<file path="src/rtl/arb_pkg.sv">
// Shared constants, state encoding and scan-result payload for the
// eight-way round-robin arbiter.
package arb_pkg;

    localparam int unsigned N_REQ = 8;
    localparam int unsigned IDX_W = 3;

    typedef enum logic [1:0] {
        IDLE  = 2'd0,
        GRANT = 2'd1,
        GAP   = 2'd2
    } arb_state_t;

    // Result of one rotate-priority scan: whether anyone asked, and who won.
    typedef struct packed {
        logic             found;
        logic [IDX_W-1:0] idx;
    } pick_t;

endpackage

</file>
<file path="src/rtl/decoder3_8.sv">
// Binary-to-one-hot decoder expanding the registered owner index into a
// grant vector.
module decoder3_8 (
    input  logic [2:0] a,
    output logic [7:0] y
);

    always_comb begin
        y = 8'(1) << a;
    end

endmodule

</file>
<file path="src/rtl/rr_arbiter8.sv">
// Eight-requester round-robin arbiter with a one-cycle dead gap between
// owners and a hold-time watchdog bounding each grant's tenure.
module rr_arbiter8
    import arb_pkg::*;
#(
    parameter int unsigned HOLD_MAX = 16
) (
    input  logic             clk,
    input  logic             rst_n,
    input  logic [N_REQ-1:0] req,
    input  logic             done,
    output logic [N_REQ-1:0] grant,
    output logic [IDX_W-1:0] grant_idx,
    output logic             grant_valid,
    output logic             timeout
);

    localparam int unsigned        CNT_W    = (HOLD_MAX > 1) ? $clog2(HOLD_MAX) : 1;
    localparam logic [CNT_W-1:0]   CNT_LAST = CNT_W'(HOLD_MAX - 1);

    arb_state_t       state_q, state_d;
    logic [IDX_W-1:0] ptr_q, ptr_d;
    logic [IDX_W-1:0] idx_q, idx_d;
    logic [CNT_W-1:0] cnt_q, cnt_d;
    logic             valid_q, valid_d;
    logic             timeout_q, timeout_d;

    pick_t            pick_c;
    logic             owner_req_c;
    logic             wd_hit_c;
    logic             release_c;
    logic [N_REQ-1:0] dec_y;

    // First set request at or after ptr, wrapping past client 7 to client 0.
    function automatic pick_t rr_pick(input logic [N_REQ-1:0] r,
                                      input logic [IDX_W-1:0] p);
        pick_t            res;
        logic [IDX_W-1:0] cand;
        res  = '0;
        cand = '0;
        for (int unsigned i = 0; i < N_REQ; i++) begin
            cand = p + IDX_W'(i);
            if (!res.found && r[cand]) begin
                res.found = 1'b1;
                res.idx   = cand;
            end
        end
        return res;
    endfunction

    always_comb begin
        pick_c      = rr_pick(req, ptr_q);
        owner_req_c = req[idx_q];
        wd_hit_c    = (cnt_q == CNT_LAST);
        release_c   = done || !owner_req_c || wd_hit_c;
    end

    // Next-state and next-output logic.
    always_comb begin
        state_d   = state_q;
        ptr_d     = ptr_q;
        idx_d     = idx_q;
        cnt_d     = cnt_q;
        valid_d   = valid_q;
        timeout_d = 1'b0;

        unique case (state_q)
            IDLE, GAP: begin
                if (pick_c.found) begin
                    state_d = GRANT;
                    idx_d   = pick_c.idx;
                    cnt_d   = '0;
                    valid_d = 1'b1;
                end else begin
                    state_d = IDLE;
                    idx_d   = '0;
                    valid_d = 1'b0;
                end
            end
            GRANT: begin
                if (release_c) begin
                    state_d   = GAP;
                    ptr_d     = idx_q + IDX_W'(1);
                    idx_d     = '0;
                    cnt_d     = '0;
                    valid_d   = 1'b0;
                    // A voluntary release in the same cycle outranks the watchdog.
                    timeout_d = wd_hit_c && !done && owner_req_c;
                end else begin
                    cnt_d = cnt_q + CNT_W'(1);
                end
            end
            default: begin
                state_d = IDLE;
                idx_d   = '0;
                cnt_d   = '0;
                valid_d = 1'b0;
            end
        endcase
    end

    always_ff @(posedge clk or negedge rst_n) begin
        if (!rst_n) begin
            state_q   <= IDLE;
            ptr_q     <= '0;
            idx_q     <= '0;
            cnt_q     <= '0;
            valid_q   <= 1'b0;
            timeout_q <= 1'b0;
        end else begin
            state_q   <= state_d;
            ptr_q     <= ptr_d;
            idx_q     <= idx_d;
            cnt_q     <= cnt_d;
            valid_q   <= valid_d;
            timeout_q <= timeout_d;
        end
    end

    decoder3_8 u_dec (
        .a (idx_q),
        .y (dec_y)
    );

    // Gating with the valid flag lets an async reset clear grant instantly.
    assign grant       = dec_y & {N_REQ{valid_q}};
    assign grant_idx   = idx_q;
    assign grant_valid = valid_q;
    assign timeout     = timeout_q;

endmodule

</file>
<file path="config.mk">
export PLATFORM = sky130hd
export DESIGN_NAME = rr_arbiter8
export DESIGN_NICKNAME = d
export VERILOG_FILES = /design/src/rtl/arb_pkg.sv /design/src/rtl/decoder3_8.sv /design/src/rtl/rr_arbiter8.sv
export SDC_FILE = /design/constraint.sdc
export NUM_CORES = 1
export LEC_CHECK = 0
export BUFFER_PORTS_ARGS = -buffer_cell sky130_fd_sc_hd__buf_2
export CORE_MARGIN = 10
export CORE_UTILIZATION = 54
export CTS_CLUSTER_SIZE = 8
export DETAILED_ROUTE_END_ITERATION = 16
export GPL_ROUTABILITY_DRIVEN = 0
export PLACE_DENSITY = 0.86
export SLEW_MARGIN = 20
export SYNTH_ARGS = -nofsm -noshare
export SYNTH_HDL_FRONTEND = slang
export SYNTH_SLANG_ARGS = --single-unit
export TNS_END_PERCENT = 1
</file>
<file path="constraint.sdc">
create_clock -name clk -period 3.61 [get_ports clk]
set_clock_uncertainty 0.1 [all_clocks]
set_input_delay 0.5415 -clock clk [delete_from_list [all_inputs] [get_ports clk]]
set_output_delay 0.5415 -clock clk [all_outputs]
set_load 0.01 [all_outputs]
</file>
==> results summary, run 1 <==
The flow ran to the end, and the final reports show no timing, DRC or antenna violations. Relative to the synthesized area, the layout overhead comes to 8.917%. For this block, the routed nets add up to 4399 µm of wire. The number of setup buffers added after CTS came out at 0. The pin slew with the least headroom to its limit came out at 0.6192 ns. The area of placed instances came out at 1759 µm². The data arrival time at the worst-slack endpoint came out at 3.51 ns. The total of max-cap violations is 0. The cell row count came out at 19. Setup slack closes at 0.2180 ns. The worst hold path class is input pin to async pin. After routing the design area is 1788 µm². A synthesized cell averages 9.327 µm². The library cell used most frequently in the layout, excluding fill and tap cells, is nand2_1. The wire length of the first global-routing pass is 7389 µm.

The number of endpoints with negative hold slack in the final report is 0. The number of nets in the layout came out at 219. The clock sink count came out at 13. The number of enable flip-flop cells after synthesis is 0. The number of different library cells in the post-synthesis netlist came out at 48. The estimated wirelength of the detail-placed design came out at 3409 µm. The core region is 2829 µm².

The clock slew at the register clock pins of the worst setup and hold paths came out at 0.08 ns. TritonCTS built the clock tree. The number of buffers created by CTS is 3. The highest clock rate is 294.8 MHz. The area fraction of the dominant cell type after synthesis is 19.82%.

The top fanout value on the critical path is 14. The antenna cell count is 0. After detailed routing, the number of remaining DRC violations is 0. STA puts the critical path data required time at 3.72 ns. The buffer levels on the longest clock path is 2.

STA classifies the critical path endpoint as a flip-flop. The launching element type of the critical path is a flip-flop. The per-cell routed wire length came out at 19.21 µm. The ratio of cells with drive above 1 in the final layout is 26.26%.

In this run the static leakage power is 0.0008526 µW. The number of DRC markers in iteration 0 is 154. The final cell count without fillers came out at 229. The maximum level of the CTS H-tree came out at 1.

The leftover overflow at the end of global routing came out at 0. The clock latency on the worst-skew pair came out at 0.27 ns. CTS placed an instance of clkbuf_4 at the clock tree root. The overall die height came out at 75.14 µm. The global-route usage over all layers is 16.19%. The via count of the first global-routing pass was 1,524. The maximum ir drop on the vdd rail came out at 0.5358 mV. Among all stages on the critical path, the largest delay is contributed by ha_2. The number of antenna violations at the first check in global routing is 0.

The count of input and output buffers is 23. The count of final max-slew check failures was 0. The die outline width is 75.14 µm. The total of warnings raised by yosys came out at 0. The final period demand of the worst path came out at 3.392 ns.

The netlist area before placement is 1642 µm². Entering global routing, the biggest net connects 21 pins. The top cell types in the final layout, fill and taps aside, are nand2_1, buf_2, a21oi_1, mux2i_1, dfrtp_1.

The net count of the mapped netlist came out at 196. For this design the top-level I/O count stands at 24. The gate count of the mapped netlist came out at 176. The prevailing post-synth register cell is dfrtp_1.

OpenSTA, run right after detailed placement, puts the worst setup slack at 0.1881 ns. The critical path is of the flip-flop to flip-flop type. Sequential elements use 19.82% of the synthesized area. In the finished design, the share of the clock period the worst path needs comes to 93.96%.

The peak per-stage delay on the critical path is 0.61 ns. Once the floorplan was initialized, standard cells occupied 58.03% of the core. Detailed routing inserted a total of 1,576 vias. The length of the first detailed-routing pass in iterations is 6.

The die area came out at 5645 µm². The critical path goes through clkinv_1 -> ha_2 -> mux4_2 -> a21oi_1 -> a32oi_1 -> nor3b_2 -> nand2_1 -> nor3_4 -> mux2_2. After synthesis, the cell types taking the most area are dfrtp_1, mux4_2, mux2i_1, ha_1, mux2_2. The placed instance count is 225.

The number of fillers in the final layout came out at 207. Dividing total power by cell area gives a power density of 944.7 nW/µm². In the final timing run, aggregate negative setup slack is 0 ns. The detail-routed via count per cell came out at 6.882. The count of antenna-violating nets left after detailed routing came out at 0. Of all cell types, the one taking the most synthesized area is dfrtp_1.

The tightest hold path in the finished design has a slack of 0.03755 ns. The number of failing setup endpoints in the final timing report is 0. Headroom to the max-slew limit came out at 58.42%.

The async set-or-reset flop fraction in the synthesized netlist is 100.0%. Setup repair after global routing left no endpoint under its margin. After synthesis the netlist holds a flip-flop and latch count of 13.
[critical path, delay by kind of cell (launching register included)]
kind | cells | cell delay, ns
fa+ha+maj | 1 | 0.61
compound gates | 2 | 0.43
buf+inv | 1 | 0.20
simple gates | 3 | 0.84
flops | 1 | 0.37
mux | 2 | 0.79
[where the power goes]
| group | total [µW] | switching [µW] | internal [µW] |
|---|---|---|---|
| logic | 1330 | 747 | 587 |
| clock network | 87.7 | 44.9 | 42.8 |
| registers | 267 | 80.0 | 187 |
| total | 1690 | 872 | 817 |
[synthesized netlist by cell type (4+ instances only)]
cell type   n
a21oi_1    14
and3_1      8
dfrtp_1    13
ha_1        9
inv_1       7
mux2_2      9
mux2i_1    13
mux4_2      7
nand2_1    26
nand3_1     4
nor2_1      4
nor3_1      4
o21ai_0     5
[flip-flops by register name, indices dropped and copies added, names as in the netlist]
name,cells
cnt_q,4
grant_idx,3
grant_valid,1
ptr_q,3
state_q,1
timeout,1
[logic make-up (layout without fill, tap and decap cells)]
family / after synthesis / after routing / synth area share, %
simple gates: 58 / 58 / 18.37
xor+xnor: 2 / 2 / 1.067
buf+inv: 17 / 39 / 5.640
flops: 13 / 13 / 19.82
fa+ha+maj: 9 / 9 / 6.860
mux: 34 / 34 / 30.26
compound gates: 43 / 43 / 17.99
[per-layer routing]
layer | vias to the layer above | GRT usage [%] | part of all wire [%]
met1 | 757 | 21.32 | 40
li1 | 717 | - | -
met4 | 0 | 2.474 | 0.86
met2 | 96 | 26.76 | 50
met3 | 6 | 3.942 | 8.5
met5 | - | 0 | 0
[worst paths after layout]
check                                startpoint                      end  slack [ns]  cells past startpoint
min in group clk           cnt_q[3]$_DFFE_PN0P_     cnt_q[3]$_DFFE_PN0P_        0.46                      1
max in group asynchronous                 rst_n     cnt_q[3]$_DFFE_PN0P_        3.15                      1
min reg2reg                cnt_q[3]$_DFFE_PN0P_     cnt_q[3]$_DFFE_PN0P_        0.46                      1
min                                       rst_n  grant_valid$_DFFE_PN0P_        0.04                      1
max                        ptr_q[1]$_DFFE_PN0P_     cnt_q[0]$_DFFE_PN0P_        0.22                      9
max reg2reg                ptr_q[1]$_DFFE_PN0P_     cnt_q[0]$_DFFE_PN0P_        0.22                      9
[per-stage QoR]
stage | util (%) | total power [µW]
finish | 63.20 | 1689
global route | 63.20 | 1820
CTS | 63.11 | 1651
detailed placement | 62.18 | 1561
global placement | 62.18 | 1503
floorplan | - | 1329
[cell type report]
type                    count  area (µm²)  area share (%)
clock buffers               4       26.28           1.470
inverters                   9       33.78           1.889
multi-input cells         146        1226           68.58
flip-flops and latches     13       325.3           18.19
well taps                  31       38.79           2.169
repair buffers             26       137.6           7.698
[timing repair]
action / 4_1_cts / 5_1_grt
setup endpoints to repair: 0 / 8
gates resized for setup: 0 / 1
hold buffers: 0 / 0
Power figures use the tool's default switching activity.
==> inputs of run 2 (changes only) <==
CORE_UTILIZATION = 40   (was 54)
CTS_BUF_LIST = sky130_fd_sc_hd__clkbuf_8   (was not set)
PLACE_DENSITY = 0.69   (was 0.86)
==> run 2 against run 1 <==
Sequential share of layout area down 0.47 points. Count of clock-buffer cells in the layout down 1. Total power up 0.18%. Final cell count up 8.7%. Flip-flop and latch count unchanged. Register-to-register slack better by 0.25 ns. Final area up 2.7%. Global-route usage down 4.2 points. Non-clock buffer count up 1. Die area up 25%. Critical path depth up 1. Wire length down 3.9%. Critical path type unchanged. Largest cell class unchanged. Largest power group unchanged.
==> results summary, run 2 (synthesis results as in run 1) <==
The power per standard cell area came to 921.9 nW/µm² (was 944.7 nW/µm²). The top fanout value on the critical path came out at 12 (was 14). The post-route core utilization came to 45.89% (was 63.20%).

Cell chain of the critical path: inv_1 -> ha_1 -> buf_4 -> mux2i_1 -> mux2i_1 -> o221ai_1 -> nor3b_2 -> nand2_1 -> nor3_4 -> mux2_2 (was clkinv_1 -> ha_2 -> mux4_2 -> a21oi_1 -> a32oi_1 -> nor3b_2 -> nand2_1 -> nor3_4 -> mux2_2). The post-route fraction of the period consumed by the critical path is 87.07% (was 93.96%). The launching element type of the critical path is a flip-flop (unchanged). The end of the critical path is cnt_q[0]$_DFFE_PN0P_ (unchanged). The number of failing setup endpoints in the final timing report is 0 (unchanged). The storage element area came out at 325.3 µm² (unchanged). The worst hold path class is input pin to async pin (unchanged). The number of remaining DRC errors came out at 0 (unchanged). The number of nets in the layout is 220 (was 219). The estimated wirelength of the detail-placed design came to 3233 µm (was 3409 µm).

The length of the first detailed-routing pass in iterations came to 4 (was 6). The highest clock rate came to 318.1 MHz (was 294.8 MHz). The slowest stage cell on the critical path is ha_1 (was ha_2).

The global-route usage over all layers came to 11.96% (was 16.19%). The clock sink count came out at 13 (unchanged). The count of antenna-violating nets left after detailed routing came to 0 (unchanged). The maximum level of the CTS H-tree came out at 1 (unchanged). The type of element capturing the critical path is a flip-flop (unchanged). The pin count of the biggest net entering global routing is 21 (unchanged). The detail-routed via count per cell came to 5.964 (was 6.882).

The via count is 1,485 (was 1,576). The number of setup buffers added after CTS is 0 (unchanged). The first element of the critical path was ptr_q[0]$_DFFE_PN0P_ (was ptr_q[1]$_DFFE_PN0P_). The effective utilization at floorplan came to 41.04% (was 58.03%).

The data required time at the worst endpoint came out at 3.68 ns (was 3.72 ns). The post-cts gate resize count came out at 0 (unchanged). The cell row count is 23 (was 19). The count of input and output buffers came out at 23 (unchanged). The number of endpoints with negative hold slack in the final report came out at 0 (unchanged). The detailed-route wire length came out at 4226 µm (was 4399 µm).

The number of antenna violations at the first check in global routing is 0 (unchanged). The overall die height is 84.06 µm (was 75.14 µm). The startpoint-to-endpoint class of the critical path is flip-flop to flip-flop (unchanged).

The antenna cell count is 0 (unchanged). The post-cts hold buffer count is 0 (unchanged). The start of the worst register-to-register path is ptr_q[0]$_DFFE_PN0P_ (was ptr_q[1]$_DFFE_PN0P_). The flip-flop count of the largest register after layout is 4 (unchanged).

The leftover overflow at the end of global routing is 0 (unchanged). The logic depth of the worst register-to-register path is 10 (was 9). The pin slew with the least headroom to its limit was 0.5842 ns (was 0.6192 ns). The number of fillers in the final layout was 378 (was 207). The critical path's most frequent cell is mux2i_1.

The leading cell type in the layout, fill and taps excluded is nand2_1 (unchanged). The clock latency on the worst-skew pair came out at 0.23 ns (was 0.27 ns). The buffer levels on the longest clock path is 2 (unchanged). The count of final max-slew check failures came to 0 (unchanged). The buffer cell driving the clock tree root is clkbuf_8 (was clkbuf_4).

The clock slew at the register clock pins of the worst setup and hold paths came out at 0.05 ns (was 0.08 ns). Unrepaired setup endpoints after global routing: false (unchanged). The register with the most flip-flops is cnt_q (unchanged).

The peak per-stage delay on the critical path came out at 0.45 ns (was 0.61 ns). The maximum ir drop on the vdd rail is 0.4537 mV (was 0.5358 mV). The via count of the first global-routing pass is 1,545 (was 1,524). The ratio of cells with drive above 1 in the final layout is 26.13% (was 26.26%).

The setup slack of the most critical reg-to-reg path is 0.47 ns (was 0.22 ns). Run status: completed (unchanged). The area occupied by multi-input gates was 1224 µm² (was 1226 µm²). The data arrival time at the worst-slack endpoint is 3.22 ns (was 3.51 ns). The area inside the core boundary is 4000 µm² (was 2829 µm²). The number of top-level design ports is 24 (unchanged).

The CTS tree was built (unchanged). Commonest cells after routing, fill and taps aside: nand2_1, buf_2, a21oi_1, mux2i_1, dfrtp_1 (unchanged). The die outline width came to 84.06 µm (was 75.14 µm).

The total of max-cap violations is 0 (unchanged). The per-cell routed wire length came out at 16.97 µm (was 19.21 µm). The final period demand of the worst path came out at 3.143 ns (was 3.392 ns). The die area came to 7066 µm² (was 5645 µm²). The setup TNS is 0 ns (unchanged). The remaining max-slew budget at the tightest pin is 60.77% (was 58.42%). The number of DRC markers in iteration 0 came out at 62 (was 154). The number of buffers created by CTS was 3 (unchanged). The total leakage power came out at 0.0008706 µW (was 0.0008526 µW).

The area added between synthesis and finish is 11.81% (was 8.917%). The wire length of the first global-routing pass came out at 7458 µm (was 7389 µm). The capture instance of the worst register-to-register path is cnt_q[0]$_DFFE_PN0P_ (unchanged).
-- run 2: cell count changes in the layout (fill, tap and decap cells not counted) --
cell / change
clkbuf_4: -3
clkbuf_8: +3
buf_4: +1
clkbuf_1: -1
ha_1: +1
ha_2: -1
inv_1: +1
-- run 2: report_power, final --
part           total, µW  switching [µW]  internal (µW)
clock network        122            47.0           74.7
logic               1310             720            587
registers            263            75.7            188
-- run 2: layer usage --
| layer | vias up | part of all wire, % | GRT usage [%] |
|---|---|---|---|
| li1 | 720 | - | - |
| met1 | 715 | 45 | 15.01 |
| met2 | 42 | 49 | 20.68 |
| met3 | 8 | 3.9 | 1.953 |
| met4 | 0 | 1.3 | 2.435 |
| met5 | - | 0 | 0 |
-- run 2: worst min path at each step --
stage	from	endpoint	depth (start not counted)
global placement	rst_n	cnt_q[1]$_DFFE_PN0P_	1
global route	rst_n	timeout$_DFF_PN0_	1
finish	rst_n	timeout$_DFF_PN0_	1
detailed placement	rst_n	timeout$_DFF_PN0_	1
floorplan	rst_n	cnt_q[0]$_DFFE_PN0P_	0
CTS	rst_n	timeout$_DFF_PN0_	1
-- run 2: worst max-delay path, delay by kind of cell, from the launching register on --
| kind | cells | cell delay [ns] |
|---|---|---|
| simple gates | 3 | 0.85 |
| compound gates | 1 | 0.31 |
| mux | 3 | 0.65 |
| flops | 1 | 0.34 |
| buf+inv | 2 | 0.36 |
| fa+ha+maj | 1 | 0.45 |
-- run 2: cell type report --
type,instances,area share (%)
multi-input combinational,146,66.67
sequential,13,17.72
timing repair buffer,27,7.907
tap,50,3.408
clock buffer,3,2.249
inverter,9,1.840
clock inverter,1,0.2045
-- run 2: metrics by stage --
stage / instance area (µm²) / std cells / setup WS (ns) / hold WS, ns / total power, µW
3_5_place_dp: 1790 / 245 / 0.5094 / 0.3378 / 1552
2_1_floorplan: 1642 / 176 / 0.6199 / 0.1459 / 1329
6_report: 1836 / 249 / 0.4667 / 0.07704 / 1692
4_1_cts: 1836 / 249 / 0.4974 / 0.08583 / 1684
3_3_place_gp: 1790 / 245 / 0.5471 / 0.3431 / 1546
5_1_grt: 1836 / 249 / 0.2701 / 0.09372 / 1869
